<file path="config.mk">
export PLATFORM = sky130hd
export DESIGN_NAME = quick_spi_slave
export DESIGN_NICKNAME = d
export VERILOG_FILES = /design/src/rtl/quick_spi_slave_pkg.sv /design/src/rtl/quick_spi_slave_sync.sv /design/src/rtl/quick_spi_slave.sv
export SDC_FILE = /design/constraint.sdc
export NUM_CORES = 1
export LEC_CHECK = 0
export ABC_AREA = 1
export CELL_PAD_IN_SITES_DETAIL_PLACEMENT = 1
export CELL_PAD_IN_SITES_GLOBAL_PLACEMENT = 2
export CORE_AREA = 2 2 102 104
export DETAILED_ROUTE_END_ITERATION = 6
export DIE_AREA = 0 0 104 106
export MAX_ROUTING_LAYER = met4
export PLACE_DENSITY = 0.74
export SYNTH_ARGS = -nofsm -noshare
export SYNTH_HDL_FRONTEND = slang
export SYNTH_HIERARCHICAL = 1
export SYNTH_SLANG_ARGS = --single-unit
export TNS_END_PERCENT = 5
</file>
<file path="constraint.sdc">
create_clock -name clk -period 1.9 [get_ports clk]
set_clock_uncertainty 0.2 [all_clocks]
set_input_delay 0.57 -clock clk [delete_from_list [all_inputs] [get_ports clk]]
set_output_delay 0.57 -clock clk [all_outputs]
set_load 0.01 [all_outputs]
</file>
<file path="src/rtl/quick_spi_slave_pkg.sv">
// Shared definitions for the quick_spi responder.
//   state_e        : controller states
//   lead_is_sample : 1 when the leading sclk edge is the sampling edge (CPHA = 0)
package quick_spi_slave_pkg;

  typedef enum logic [1:0] {
    ST_IDLE  = 2'd0,
    ST_SHIFT = 2'd1,
    ST_FLUSH = 2'd2
  } state_e;

  function automatic bit lead_is_sample(input int cpha);
    return (cpha == 0);
  endfunction

endpackage

</file>
<file path="src/rtl/quick_spi_slave_sync.sv">
// Multi-flop synchronizer that brings one asynchronous SPI pin into clk.
//   clk, reset_n : local clock, async active-low reset
//   d            : asynchronous pin
//   q            : synchronized level, SYNC_STAGES clk later
// The chain resets to 0. A reset taken while ss_n is low therefore does not
// create a falling edge on release, so a partial frame is not picked up.
module quick_spi_slave_sync #(
  parameter int SYNC_STAGES = 2
) (
  input  logic clk,
  input  logic reset_n,
  input  logic d,
  output logic q
);

  logic [SYNC_STAGES-1:0] sync_q;
  logic [SYNC_STAGES-1:0] sync_d;

  always_comb begin
    sync_d = {sync_q[SYNC_STAGES-2:0], d};
  end

  always_ff @(posedge clk or negedge reset_n) begin
    if (!reset_n) begin
      sync_q <= '0;
    end else begin
      sync_q <= sync_d;
    end
  end

  assign q = sync_q[SYNC_STAGES-1];

endmodule

</file>
<file path="src/rtl/quick_spi_slave.sv">
// SPI responder for the quick_spi master. It oversamples sclk, ss_n and mosi
// in clk and handles LSB-first frames in both directions.
//   enable            : accept new frames (a frame in progress always completes)
//   ss_n, sclk, mosi  : SPI bus inputs
//   miso, miso_oe     : reply bit and its output enable (tristate at top level)
//   tx_data, tx_load  : reply word, captured while tx_ready = 1
//   tx_ready, busy    : idle / frame in progress
//   rx_data, rx_valid : last full received word, with a one-cycle strobe
//   frame_error       : one-cycle strobe, ss_n released before a full word
//
// state  | meaning
// IDLE   | waiting for ss_n fall; reply word may be loaded
// SHIFT  | selected: sample mosi, shift reply out on miso
// FLUSH  | one cycle after ss_n rise: release miso, flag short frame
module quick_spi_slave
  import quick_spi_slave_pkg::*;
#(
  parameter int RX_DATA_WIDTH = 16,
  parameter int TX_DATA_WIDTH = 8,
  parameter int TX_SKIP_BITS  = 18,
  parameter int CPOL          = 0,
  parameter int CPHA          = 0,
  parameter int SYNC_STAGES   = 2
) (
  input  logic                     clk,
  input  logic                     reset_n,
  input  logic                     enable,
  input  logic                     ss_n,
  input  logic                     sclk,
  input  logic                     mosi,
  output logic                     miso,
  output logic                     miso_oe,
  input  logic [TX_DATA_WIDTH-1:0] tx_data,
  input  logic                     tx_load,
  output logic                     tx_ready,
  output logic [RX_DATA_WIDTH-1:0] rx_data,
  output logic                     rx_valid,
  output logic                     frame_error,
  output logic                     busy
);

  localparam int CNT_MAX = RX_DATA_WIDTH + TX_SKIP_BITS + TX_DATA_WIDTH;
  localparam int CNT_W   = $clog2(CNT_MAX + 1);
  localparam int TXC_W   = $clog2(TX_DATA_WIDTH + 1);
  localparam bit LEAD_SAMPLE = lead_is_sample(CPHA);
  localparam logic [CNT_W-1:0] RX_CNT   = CNT_W'(RX_DATA_WIDTH);
  localparam logic [CNT_W-1:0] SKIP_CNT = CNT_W'(TX_SKIP_BITS);
  localparam logic [CNT_W-1:0] MAX_CNT  = CNT_W'(CNT_MAX);
  localparam logic [TXC_W-1:0] TX_CNT   = TXC_W'(TX_DATA_WIDTH);

  logic sclk_s, ss_n_s, mosi_s;

  quick_spi_slave_sync #(.SYNC_STAGES(SYNC_STAGES)) u_sync_sclk (
    .clk(clk), .reset_n(reset_n), .d(sclk), .q(sclk_s));
  quick_spi_slave_sync #(.SYNC_STAGES(SYNC_STAGES)) u_sync_ss_n (
    .clk(clk), .reset_n(reset_n), .d(ss_n), .q(ss_n_s));
  quick_spi_slave_sync #(.SYNC_STAGES(SYNC_STAGES)) u_sync_mosi (
    .clk(clk), .reset_n(reset_n), .d(mosi), .q(mosi_s));

  state_e                   state_q, state_d;
  logic                     sclk_hist_q, sclk_hist_d;
  logic                     ss_hist_q, ss_hist_d;
  logic [CNT_W-1:0]         bit_cnt_q, bit_cnt_d;
  logic [TXC_W-1:0]         tx_left_q, tx_left_d;
  logic [RX_DATA_WIDTH-1:0] rx_shift_q, rx_shift_d;
  logic [RX_DATA_WIDTH-1:0] rx_data_q, rx_data_d;
  logic [TX_DATA_WIDTH-1:0] reply_q, reply_d;
  logic [TX_DATA_WIDTH-1:0] reply_copy_q, reply_copy_d;
  logic                     rx_pend_q, rx_pend_d;
  logic                     miso_q, miso_d;
  logic                     miso_oe_q, miso_oe_d;
  logic                     tx_ready_q, tx_ready_d;
  logic                     rx_valid_q, rx_valid_d;
  logic                     frame_error_q, frame_error_d;
  logic                     busy_q, busy_d;

  logic sclk_rise, sclk_fall, lead_edge, trail_edge, sample_edge, shift_edge;
  logic ss_fall, ss_rise;

  always_comb begin
    sclk_rise   = sclk_s & ~sclk_hist_q;
    sclk_fall   = ~sclk_s & sclk_hist_q;
    lead_edge   = (CPOL != 0) ? sclk_fall : sclk_rise;
    trail_edge  = (CPOL != 0) ? sclk_rise : sclk_fall;
    sample_edge = LEAD_SAMPLE ? lead_edge : trail_edge;
    shift_edge  = LEAD_SAMPLE ? trail_edge : lead_edge;
    ss_fall     = ~ss_n_s & ss_hist_q;
    ss_rise     = ss_n_s & ~ss_hist_q;
  end

  always_comb begin
    state_d       = state_q;
    sclk_hist_d   = sclk_s;
    ss_hist_d     = ss_n_s;
    bit_cnt_d     = bit_cnt_q;
    tx_left_d     = tx_left_q;
    rx_shift_d    = rx_shift_q;
    rx_data_d     = rx_data_q;
    reply_d       = reply_q;
    reply_copy_d  = reply_copy_q;
    rx_pend_d     = rx_pend_q;
    miso_d        = miso_q;
    miso_oe_d     = miso_oe_q;
    rx_valid_d    = 1'b0;
    frame_error_d = 1'b0;

    // The word completed on the previous cycle is published here, whatever
    // state the controller has moved on to.
    if (rx_pend_q) begin
      rx_data_d  = rx_shift_q;
      rx_valid_d = 1'b1;
      rx_pend_d  = 1'b0;
    end

    case (state_q)
      ST_IDLE: begin
        if (tx_load && tx_ready_q) begin
          reply_copy_d = tx_data;
        end
        if (ss_fall && enable) begin
          state_d   = ST_SHIFT;
          miso_oe_d = 1'b1;
          miso_d    = 1'b0;
          bit_cnt_d = '0;
          reply_d   = reply_copy_q;
          tx_left_d = TX_CNT;
          // With no skip and sampling on the leading edge, the first reply
          // bit must already be on miso before the first sclk edge.
          if (LEAD_SAMPLE && TX_SKIP_BITS == 0) begin
            miso_d    = reply_copy_q[0];
            reply_d   = reply_copy_q >> 1;
            tx_left_d = TX_CNT - TXC_W'(1);
          end
        end
      end

      ST_SHIFT: begin
        if (ss_rise) begin
          state_d = ST_FLUSH;
        end else begin
          if (sample_edge) begin
            if (bit_cnt_q < RX_CNT) begin
              rx_shift_d = {mosi_s, rx_shift_q[RX_DATA_WIDTH-1:1]};
              if (bit_cnt_q == RX_CNT - CNT_W'(1)) begin
                rx_pend_d = 1'b1;
              end
            end
            if (bit_cnt_q < MAX_CNT) begin
              bit_cnt_d = bit_cnt_q + CNT_W'(1);
            end
          end
          if (shift_edge) begin
            if (bit_cnt_q >= SKIP_CNT && tx_left_q != '0) begin
              miso_d    = reply_q[0];
              reply_d   = reply_q >> 1;
              tx_left_d = tx_left_q - TXC_W'(1);
            end else begin
              miso_d = 1'b0;
            end
          end
        end
      end

      ST_FLUSH: begin
        miso_oe_d = 1'b0;
        miso_d    = 1'b0;
        if (bit_cnt_q < RX_CNT) begin
          frame_error_d = 1'b1;
        end
        rx_shift_d = '0;
        reply_d    = '0;
        tx_left_d  = '0;
        bit_cnt_d  = '0;
        state_d    = ST_IDLE;
      end

      default: state_d = ST_IDLE;
    endcase

    tx_ready_d = (state_d == ST_IDLE);
    busy_d     = (state_d != ST_IDLE);
  end

  always_ff @(posedge clk or negedge reset_n) begin
    if (!reset_n) begin
      state_q       <= ST_IDLE;
      sclk_hist_q   <= 1'b0;
      ss_hist_q     <= 1'b0;
      bit_cnt_q     <= '0;
      tx_left_q     <= '0;
      rx_shift_q    <= '0;
      rx_data_q     <= '0;
      reply_q       <= '0;
      reply_copy_q  <= '0;
      rx_pend_q     <= 1'b0;
      miso_q        <= 1'b0;
      miso_oe_q     <= 1'b0;
      tx_ready_q    <= 1'b1;
      rx_valid_q    <= 1'b0;
      frame_error_q <= 1'b0;
      busy_q        <= 1'b0;
    end else begin
      state_q       <= state_d;
      sclk_hist_q   <= sclk_hist_d;
      ss_hist_q     <= ss_hist_d;
      bit_cnt_q     <= bit_cnt_d;
      tx_left_q     <= tx_left_d;
      rx_shift_q    <= rx_shift_d;
      rx_data_q     <= rx_data_d;
      reply_q       <= reply_d;
      reply_copy_q  <= reply_copy_d;
      rx_pend_q     <= rx_pend_d;
      miso_q        <= miso_d;
      miso_oe_q     <= miso_oe_d;
      tx_ready_q    <= tx_ready_d;
      rx_valid_q    <= rx_valid_d;
      frame_error_q <= frame_error_d;
      busy_q        <= busy_d;
    end
  end

  assign miso        = miso_q;
  assign miso_oe     = miso_oe_q;
  assign tx_ready    = tx_ready_q;
  assign rx_data     = rx_data_q;
  assign rx_valid    = rx_valid_q;
  assign frame_error = frame_error_q;
  assign busy        = busy_q;

endmodule

</file>
==> impl_metrics.env <==
export IMPL_outcome="finished clean"
export IMPL_grt_setup_unrepaired="true"
export IMPL_dp_hpwl_um=5130
export IMPL_synth_most_common_cell="dfrtp_1"
export IMPL_start_kind="flop"
export IMPL_syn_area_um2=3380
export IMPL_endpoint_kind="output pin"
export IMPL_clkPwrFrac_pct=28.4
export IMPL_synth_top_cells_by_count="74 x dfrtp_1, 72 x nand2_1, 42 x nand3_1"
export IMPL_nets=430
export IMPL_fp_coreArea_um2=10000
export IMPL_setup_viol=0
export IMPL_nFillCells=1178
export IMPL_wl_per_cell_um=13.2
export IMPL_cp_top_family="flip-flops"
export IMPL_min_period_over_period_pct=94.9
export IMPL_ir_worst_vdd_mv=0.602
export IMPL_io_buffers=36
export IMPL_max_cap_violations=0
export IMPL_overflow=0
export IMPL_area_growth_pct=21.7
export IMPL_worst_pin_slew_ns=0.351
export IMPL_track_usage_pct=14.7
export IMPL_grt_pass1_vias=2631
export IMPL_path_cells="dlygate4sd2_1"
export IMPL_cp_slowest_cell="dfrtp_1"
export IMPL_multiInputGateArea_um2=1230
export IMPL_final_max_slew_viol_count=0
export IMPL_dieArea_um2=11000
export IMPL_min_period_ns=1.80
export IMPL_gp_congestion=0.716
export IMPL_rows=37
export IMPL_grt_pass1_wl_um=12800
export IMPL_stdcell_count=549
export IMPL_clk_latency_ns=0.34
export IMPL_p_int_uw=3280
export IMPL_htree_levels=3
export IMPL_yosysTopAreaCellShare_pct=54.8
export IMPL_num_vias=2492
export IMPL_synth_seq_cells=75
export IMPL_regArea_um2=1880
export IMPL_postCtsSetupBuffers=0
export IMPL_synth_largest_area_cell="dfrtp_1"
export IMPL_worstSetupPathType="flop to output pin"
export IMPL_final_hold_viol_count=0
export IMPL_post_synth_cell_area_avg_um2=9.34
export IMPL_cts_buffers=9
export IMPL_cpPeakStageDelay_ns=0.40
export IMPL_placed_cells=532
export IMPL_die_h_um=106
export IMPL_drc=0
export IMPL_path_clk_slew_ns=0.09
export IMPL_netSwitchingFraction_pct=34.9
export IMPL_detail_route_antenna_nets=0
export IMPL_synthFlopType="dfrtp_1"
export IMPL_synth_nets=384
export IMPL_clock_fmax_mhz=555
export IMPL_ys_types=34
export IMPL_power_frac_comb_pct=30.8
export IMPL_hp_class="flop to flop"
export IMPL_p_leak_uw=0.00203
export IMPL_clock_path_buffers=2
export IMPL_seq_area_frac_synth_pct=55.6
export IMPL_cp_required_ns=1.13
export IMPL_fin_tns_setup_ns=0
export IMPL_root_buffer="clkbuf_8"
export IMPL_ios=37
export IMPL_drt_iter0_drc=62
export IMPL_antenna_found_initial=0
export IMPL_vias_per_cell=4.54
export IMPL_critical_path_max_fanout=2
export IMPL_crit_arrival_ns=1.03
export IMPL_yosys_warnings=6
export IMPL_synthCells=362
export IMPL_layout_drive_gt1_share_pct=15.0
export IMPL_async_flop_share_pct=100
export IMPL_r2r_slack_ns=0.14
export IMPL_clock_sinks=75
export IMPL_synth_edff_count=0
export IMPL_slew_headroom_pct=76.5
export IMPL_synth_area_top_cells="dfrtp_1 55%, nand2_1 8.0%, nand3_1 6.2%"
export IMPL_start_util_pct=33.8
export IMPL_critPathBufInv=1
export IMPL_die_x_um=104
export IMPL_cts_tree="done"
export IMPL_routed_wl_um=7270
export IMPL_power_frac_seq_pct=40.8
export IMPL_dr_pass1_iters=4
export IMPL_power_density_nw_per_um2=1220
export IMPL_grt_max_degree=49
export IMPL_netSwitchingPower_uw=1760
export IMPL_n_antenna_cell=0
==> routing by layer <==
metal | up-vias | part of all wire, % | GRT usage [%]
met3 | 5 | 2.5 | 2.58
met1 | 1200 | 50 | 19.5
met2 | 37 | 47 | 23.0
met4 | 0 | 0.88 | 4.92
li1 | 1250 | - | -
met5 | - | 0 | -
==> cell usage in the layout (no fill, tap or decap), types with 3 or more instances in the layout <==
| master | Yosys | routed |
|---|---|---|
| o21ai_1 | 9 | 11 |
| nand4_1 | 3 | 3 |
| mux2_2 | 3 | 3 |
| clkdlybuf4s50_1 | 0 | 13 |
| a21oi_1 | 20 | 20 |
| inv_1 | 36 | 36 |
| nand2_2 | 5 | 6 |
| buf_4 | 2 | 13 |
| inv_2 | 3 | 3 |
| o21ai_0 | 16 | 14 |
| dlygate4sd2_1 | 0 | 21 |
| dfrtp_1 | 74 | 73 |
| nand3_1 | 42 | 42 |
| nand2_1 | 72 | 71 |
| clkbuf_8 | 0 | 10 |
| nand2_4 | 3 | 3 |
| ha_1 | 7 | 6 |
| nor2_1 | 35 | 35 |
==> through the flow <==
stage / total power [µW] / utilization [%] / setup WS, ns / cell area [µm²] / hold slack, ns
finish: 5030 / 41.1 / 0.0973 / 4110 / 0.139
global route: 5450 / 41.1 / -0.00961 / 4110 / 0.147
CTS: 5130 / 41.1 / 0.0172 / 4110 / 0.146
detailed placement: 3690 / 38.9 / -0.191 / 3890 / 0.137
global placement: 3650 / 38.9 / -0.190 / 3890 / 0.134
floorplan: 3200 / - / 0.262 / 3380 / 0.0744
==> final cells by class <==
type                       instances  share of cell area [%]
inverter                          39                    3.56
clock inverter                     6                    2.34
clock buffer                      10                    3.35
sequential                        75                    45.7
multi-input combinational        233                    30.0
tap                              136                    4.14
timing repair buffer              50                    10.9
==> power by group through the flow <==
stage          registers [µW]  clock network [µW]  logic (µW)
5_1_grt                  2100                1550        1800
6_report                 2060                1430        1550
4_1_cts                  2060                1480        1590
2_1_floorplan            2060                   0        1140
3_3_place_gp             2080                   0        1580
3_5_place_dp             2090                   0        1600
==> kinds of logic after synthesis <==
kind of cell	after synthesis	share of synthesized area [%]
buffers and inverters	54	8.03
xor gates and xnor gates	2	0.518
adders and majority gates	7	2.59
and+or+nand+nor	170	23.7
DFF	75	55.6
AOI/OAI and AO/OA	49	7.66
muxes	5	1.89
==> repair_timing <==
| action | in CTS | in global routing |
|---|---|---|
| endpoints found under the setup margin | 22 | 34 |
| endpoints found under the hold margin | 14 | 0 |
| resized for setup | 24 | 6 |
| hold buffers | 1 | 0 |
==> sequential cells by signal (all words and copies together), names as in the netlist, 2 cells and up <==
register            flops
rx_data                16
rx_shift_q             16
reply_copy_q            8
reply_q                 8
bit_cnt_q               6
tx_left_q               4
state_q                 2
u_sync_mosi/sync_q      2
u_sync_sclk/sync_q      2
u_sync_ss_n/sync_q      2
==> worst paths after layout <==
path	from	end	cells past startpoint
min in group asynchronous	reset_n	reply_q[1]$_DFFE_PN0P_	2
worst min-delay path	u_sync_mosi/sync_q[0]$_DFF_PN0_	u_sync_mosi/sync_q[1]$_DFF_PN0_	0
max in group asynchronous	reset_n	tx_ready$_DFF_PN1_	3
worst min register to register	u_sync_mosi/sync_q[0]$_DFF_PN0_	u_sync_mosi/sync_q[1]$_DFF_PN0_	0
worst max register to register	state_q[1]$_DFF_PN0_	rx_shift_q[0]$_DFFE_PN0P_	5
worst max-delay path	rx_data[1]$_DFFE_PN0P_	rx_data[1]	1
(Power assumes the default switching activity.)
